===== config.mk =====
export PLATFORM = sky130hd
export DESIGN_NAME = joy_map
export DESIGN_NICKNAME = d
export VERILOG_FILES = /design/src/rtl/joy_map_pkg.sv /design/src/rtl/joy_map_keymatrix.sv /design/src/rtl/joy_map.sv
export SDC_FILE = /design/constraint.sdc
export NUM_CORES = 1
export LEC_CHECK = 0
export ABC_AREA = 1
export BUFFER_PORTS_ARGS = -buffer_cell sky130_fd_sc_hd__buf_2
export CAP_MARGIN = 20
export CORE_MARGIN = 2
export CORE_UTILIZATION = 24
export CTS_CLUSTER_DIAMETER = 40
export DETAILED_ROUTE_END_ITERATION = 8
export SETUP_SLACK_MARGIN = 0.5
export SLEW_MARGIN = 20
export SYNTH_ARGS = -nofsm -noshare
export SYNTH_HDL_FRONTEND = slang
export SYNTH_SLANG_ARGS = --single-unit

===== constraint.sdc =====
create_clock -name clk28 -period 1.15 [get_ports clk28]
set_clock_uncertainty 0.1 [all_clocks]
set_input_delay 0.23 -clock clk28 [delete_from_list [all_inputs] [get_ports clk28]]
set_output_delay 0.23 -clock clk28 [all_outputs]
set_load 0.05 [all_outputs]

===== src/rtl/joy_map_pkg.sv =====
// Shared definitions for joy_map: mapping-mode encodings, Kempston bit positions,
// the pad snapshot record and the Kempston byte packer.
package joy_map_pkg;

    typedef enum logic [1:0] {
        JM_KEMPSTON  = 2'd0,
        JM_SINCLAIR1 = 2'd1,
        JM_SINCLAIR2 = 2'd2,
        JM_CURSOR    = 2'd3
    } jm_mode_e;

    localparam int KEMP_RIGHT = 0;
    localparam int KEMP_LEFT  = 1;
    localparam int KEMP_DOWN  = 2;
    localparam int KEMP_UP    = 3;
    localparam int KEMP_F1    = 4;
    localparam int KEMP_F2    = 5;
    localparam int KEMP_F3    = 6;
    localparam int KEMP_START = 7;

    typedef struct packed {
        logic up;
        logic down;
        logic left;
        logic right;
        logic f1;
        logic f2;
        logic f3;
        logic start;
        logic mode;
    } pad_t;

    function automatic logic [7:0] kempston_byte(input pad_t p);
        logic [7:0] b;
        b             = 8'h00;
        b[KEMP_RIGHT] = p.right;
        b[KEMP_LEFT]  = p.left;
        b[KEMP_DOWN]  = p.down;
        b[KEMP_UP]    = p.up;
        b[KEMP_F1]    = p.f1;
        b[KEMP_F2]    = p.f2;
        b[KEMP_F3]    = p.f3;
        b[KEMP_START] = p.start;
        return b;
    endfunction

endpackage


===== src/rtl/joy_map_keymatrix.sv =====
// joy_keymatrix: combinational keyboard-column overlay (active-high) for the
// Sinclair-1/2 and Cursor modes, from mode, pad snapshot and A[15:8] row select.
module joy_keymatrix
    import joy_map_pkg::*;
(
    input  jm_mode_e   mode,
    input  pad_t       snap,
    input  logic [7:0] a_hi,
    output logic [4:0] cols
);

    logic       fire;
    logic [4:0] row11;
    logic [4:0] row12;

    assign fire = snap.f1 | snap.f2 | snap.f3;

    always_comb begin
        // NOTE: every always_comb output gets a default first so no path infers a latch.
        row11 = 5'b00000;
        row12 = 5'b00000;
        case (mode)
            JM_SINCLAIR1: row12 = {snap.left, snap.right, snap.down, snap.up, fire};
            JM_SINCLAIR2: row11 = {fire, snap.up, snap.down, snap.right, snap.left};
            JM_CURSOR: begin
                row11 = {snap.left, 4'b0000};
                row12 = {snap.down, snap.up, snap.right, 1'b0, fire};
            end
            default: ;
        endcase
    end

    // Rows are active-low: A11 is a_hi[3], A12 is a_hi[4]; selected rows are ORed.
    assign cols = (a_hi[4] ? 5'b00000 : row12) | (a_hi[3] ? 5'b00000 : row11);

    wire unused_km = &{1'b0, a_hi[7:5], a_hi[2:0], snap.start, snap.mode};

endmodule


===== src/rtl/joy_map.sv =====
// joy_map: snapshots the Sega pad on sync_strobe and presents it as a Kempston byte and,
// when JOYMAP_KEYS_EN is defined, a Sinclair/Cursor keyboard overlay with MODE-hold mode select.
module joy_map
    import joy_map_pkg::*;
#(
    parameter int HOLD_FRAMES = 32
) (
    input  logic       clk28,
    input  logic       rst_n,
    input  logic       sync_strobe,
    input  logic       frame_strobe,
    input  logic       joy_up,
    input  logic       joy_down,
    input  logic       joy_left,
    input  logic       joy_right,
    input  logic       joy_f1,
    input  logic       joy_f2,
    input  logic       joy_f3,
    input  logic       joy_start,
    input  logic       joy_mode,
    input  logic       mode_set_stb,
    input  logic [1:0] mode_set_val,
    input  logic [7:0] a_hi,
    output logic [1:0] map_mode,
    output logic [7:0] kempston_data,
    output logic [4:0] kb_cols_n
);

    pad_t       pad_in;
    pad_t       snap_q;
    logic [7:0] kempston_q;

    assign pad_in = '{up: joy_up, down: joy_down, left: joy_left, right: joy_right,
                      f1: joy_f1, f2: joy_f2, f3: joy_f3, start: joy_start, mode: joy_mode};

    always_ff @(posedge clk28 or negedge rst_n) begin
        // NOTE: sequential state uses non-blocking assignments only.
        if (!rst_n) begin
            snap_q <= '0;
        end else if (sync_strobe) begin
            snap_q <= pad_in;
        end
    end

    assign kempston_data = kempston_q;

`ifdef JOYMAP_KEYS_EN
    logic [1:0] mode_q, mode_d;
    logic [7:0] hold_cnt_q, hold_cnt_d;
    logic       lock_q, lock_d;
    logic [4:0] cols;
    logic [4:0] kb_cols_n_q;

    // A config write wins over a hold advance landing in the same cycle.
    always_comb begin
        mode_d     = mode_q;
        hold_cnt_d = hold_cnt_q;
        lock_d     = lock_q;
        if (mode_set_stb) begin
            mode_d     = mode_set_val;
            hold_cnt_d = 8'd0;
            lock_d     = snap_q.mode;
        end else if (frame_strobe) begin
            if (!snap_q.mode) begin
                hold_cnt_d = 8'd0;
                lock_d     = 1'b0;
            end else if (!lock_q && hold_cnt_q == 8'(HOLD_FRAMES - 1)) begin
                mode_d     = mode_q + 2'd1;
                hold_cnt_d = 8'd0;
                lock_d     = 1'b1;
            end else if (!lock_q) begin
                hold_cnt_d = hold_cnt_q + 8'd1;
            end
        end
    end

    joy_keymatrix u_keymatrix (
        .mode (jm_mode_e'(mode_q)),
        .snap (snap_q),
        .a_hi (a_hi),
        .cols (cols)
    );

    always_ff @(posedge clk28 or negedge rst_n) begin
        if (!rst_n) begin
            mode_q      <= 2'd0;
            hold_cnt_q  <= 8'd0;
            lock_q      <= 1'b0;
            kempston_q  <= 8'h00;
            kb_cols_n_q <= 5'b11111;
        end else begin
            mode_q      <= mode_d;
            hold_cnt_q  <= hold_cnt_d;
            lock_q      <= lock_d;
            kempston_q  <= (mode_q == JM_KEMPSTON) ? kempston_byte(snap_q) : 8'h00;
            kb_cols_n_q <= ~cols;
        end
    end

    assign map_mode  = mode_q;
    assign kb_cols_n = kb_cols_n_q;
`else
    always_ff @(posedge clk28 or negedge rst_n) begin
        if (!rst_n) begin
            kempston_q <= 8'h00;
        end else begin
            kempston_q <= kempston_byte(snap_q);
        end
    end

    assign map_mode  = JM_KEMPSTON;
    assign kb_cols_n = 5'b11111;

    wire unused_cfg = &{1'b0, frame_strobe, mode_set_stb, mode_set_val, a_hi,
                        snap_q.mode, 1'(HOLD_FRAMES)};
`endif

endmodule


==> flow_summary_export.csv <==
group,metric,value,unit
setup_path,startpoint_of_the_worst_slack_reg_to_reg_timing_path,"snap_q[1]",
hold_path,min-delay-path-class,"primary input to asynchronous set/reset pin",
global_routing,grt_pass1_wl,1500,um
place,gp_congestion,0.626,
status,failing_checks,"hold timing, setup timing",
synthesis,cell_types_occupying_the_most_area_after_synthesis,"sky130_fd_sc_hd__dfrtp_1 71%, sky130_fd_sc_hd__nand2_1 16%, sky130_fd_sc_hd__buf_4 9.3%",
synthesis,syn-mean-instance-area,11.1,um2
clock_tree,cts_buffers,3,
place,portBuffers,18,
sta,post-route-worst-setup-slack,-0.0246,ns
clock_tree,worst_setup_hold_path_clk_slew,0.09,ns
synthesis,synthesis.area,566,um2
setup_path,timing.reg2reg.setup_slack,0.45,ns
setup_path,cp_slowest_cell,"sky130_fd_sc_hd__dfrtp_2",
synthesis,post_synth_most_frequent_cells,"24 x sky130_fd_sc_hd__nand2_1, 16 x sky130_fd_sc_hd__dfrtp_1, 7 x sky130_fd_sc_hd__buf_4, 2 x sky130_fd_sc_hd__conb_1",
detailed_routing,viasPerCell,3.56,
sta,final.hold.worst_slack,-0.262,ns
floorplan,core_outline_area,2210,um2
sta,rsz0062_at_grt,"true",
setup_path,slowest_cell_delay_on_critical_path,0.41,ns
detailed_routing,post_drt_wl_per_cell,9.59,um
finish,finish.cell_count_without_fillers,98,
setup_path,timing.critical_path.cells,"buf_6",
sta,final_max_tran_viols,0,
floorplan,num_io_pins,39,
clock_tree,clock_path_buffers,2,
floorplan,std_cell_rows,17,
sta,maximum_clock_frequency,0.851,GHz
finish,area.growth.synth_to_final,32.1,%
detailed_routing,drt.antenna.violating_nets,0,
place,worst_slack_at_placement,0.236,ns
power,power-per-cell-area,1690,nW/um2
finish,share_of_post_route_cells_with_drive_strength_above_1,44.3,%
power,irDropWorstVdd,516,uV
global_routing,grt_max_degree,17,
global_routing,grtUsageMet1,9.75,%
floorplan,floorplan.die_area,2760,um2
clock_tree,ctsHtreeMaxLevel,1,
floorplan,initial_util,25.6,%
detailed_routing,drt_pass1_iterations,4,
sta,number_of_hold_violations_in_the_final_report,16,
setup_path,timing.critical_path.arrival,0.84,ns
synthesis,post_synth_num_cell_types,6,
clock_tree,tritoncts_clock_tree,"yes",
finish,final_nets,95,
clock_tree,clk-insertion-delay-late,0.28,ns
detailed_routing,drt_first_iter_violations,2,
sta,final_period_minus_worst_setup_slack,1.17,ns
setup_path,worst-endpoint-required,0.82,ns
synthesis,seq_area_frac_synth,70.8,%
place,dpl.cell_count,94,
global_routing,grt_usage,7.89,%
synthesis,synth_enable_flop_cells,0,
setup_path,timing.rr.end,"snap_q[1]",
synthesis,dominantRegCellSynth,"sky130_fd_sc_hd__dfrtp_1",
sta,final_cycle_utilization_of_the_critical_path,102,%
synthesis,synthesis.instances,51,
setup_path,category_of_the_worst_setup_path_capture_point,"output port",
global_routing,globalRoute.totalOverflow,0,
synthesis,synth_top_cell_area_share,70.8,%
setup_path,setup.worst_path.class,"flop to output port",
setup_path,cp_top_family,"flip-flops",
setup_path,critical_path.max_fanout,1,
finish,antennaDiodeCount,0,
detailed_routing,detail_route.drc_violations,0,
setup_path,start_kind,"flop",
global_routing,grt_pass1_vias,349,
global_routing,met3_layer_usage_reported_by_global_route,2.00,%
synthesis,yosys_warnings,0,
run,maxCapViolCount,0,
synthesis,synth_largest_area_cell,"sky130_fd_sc_hd__dfrtp_1",
setup_path,critical_path_origin,"kempston_data[0]",
synthesis,synth_register_bits,16,
detailed_routing,detailroute.via_count,349,
synthesis,synthMostInstantiatedCell,"sky130_fd_sc_hd__nand2_1",
detailed_routing,detail_route.wirelength,940,um
finish,filler_cell_count,233,
floorplan,fp.dieW,52.5,um
finish,sequential_cell_area,410,um2
finish,multi_input_logic_area,116,um2
global_routing,antenna_found_initial,0,
setup_path,critical_path.n_buffers_inverters,1,
setup_path,rr_worst_depth,2,
power,power_leakage,0.391,nW
global_routing,gr-usage-met2,11.5,%
global_routing,most_utilized_layer_in_the_global_route_result,"met2",
sta,setup_violators_final,8,
floorplan,die-height,52.5,um
status,outcome,"finished with violations",
clock_tree,cts-root-buf,"sky130_fd_sc_hd__clkbuf_4",
synthesis,async_reset_ff_share,100,%
clock_tree,clock_sink_count,16,
==> cell usage in the layout, fill, tap and decap left out <==
| cell | count |
|---|---|
| sky130_fd_sc_hd__dfrtp_2 | 8 |
| sky130_fd_sc_hd__buf_6 | 8 |
| sky130_fd_sc_hd__conb_1 | 7 |
| sky130_fd_sc_hd__inv_6 | 1 |
| sky130_fd_sc_hd__clkbuf_4 | 3 |
| sky130_fd_sc_hd__clkbuf_8 | 1 |
| sky130_fd_sc_hd__dfrtp_1 | 8 |
| sky130_fd_sc_hd__buf_2 | 10 |
| sky130_fd_sc_hd__nand2_1 | 24 |
==> per-layer routing <==
metal | share of wire, % | vias up
met3 | 10 | 2
met2 | 44 | 21
met5 | 0 | -
met1 | 45 | 151
li1 | - | 175
met4 | 0.74 | 0
==> kinds of logic after synthesis <==
kind of cell / after synthesis / synth area share, %
buf+inv: 9 / 11.9
other cells: 2 / 1.33
flops: 16 / 70.8
simple gates: 24 / 15.9
==> where the power goes <==
part	internal [mW]	switching [mW]
registers	0.616	0.0229
clock network	0.193	0.169
logic	0.0718	0.188
total	0.880	0.380
==> worst max-delay path by stage <==
stage                             to  depth (start not counted)
floorplan           kempston_data[0]                          0
global placement    kempston_data[5]                          1
detailed placement  kempston_data[0]                          1
CTS                 kempston_data[0]                          1
global route        kempston_data[0]                          1
finish              kempston_data[0]                          1
==> sequential cells by signal (all words and copies together) (netlist names) <==
signal and flops:
kempston_data 8, snap_q 8
==> worst register-to-register path: stages, from the launching register on <==
cell	delay, ns
sky130_fd_sc_hd__dfrtp_1	0.38
sky130_fd_sc_hd__nand2_1	0.06
sky130_fd_sc_hd__nand2_1	0.05
==> final cells by class <==
type | count | share of cell area, %
well taps | 28 | 4.69
flip-flops and latches | 16 | 54.9
inverters | 1 | 1.17
multi-input cells | 31 | 15.6
repair buffers | 18 | 18.8
clock buffers | 4 | 4.86
==> metrics by stage <==
| stage | hold slack, ns | utilization, % | instance area, um2 | setup TNS, ns | power, mW |
|---|---|---|---|---|---|
| 2_1_floorplan | -0.166 | - | 608 | 0 | 0.840 |
| 5_1_grt | -0.246 | 33.8 | 747 | -0.308 | 1.31 |
| 6_report | -0.262 | 33.8 | 747 | -0.124 | 1.26 |
| 3_3_place_gp | 0.0492 | 29.9 | 661 | 0 | 0.871 |
| 3_5_place_dp | 0.0585 | 29.9 | 661 | 0 | 0.876 |
| 4_1_cts | -0.255 | 33.8 | 747 | -0.208 | 1.27 |
==> repair_timing <==
| action | CTS | global route |
|---|---|---|
| gates resized for setup | 16 | 0 |
| endpoints found under the setup margin | 16 | 16 |
| buffers inserted | 0 | 0 |
| pin swaps | 8 | 2 |
| gates cloned | 0 | 0 |
| hold endpoints to repair | 16 | 16 |
(Power assumes the default switching activity.)
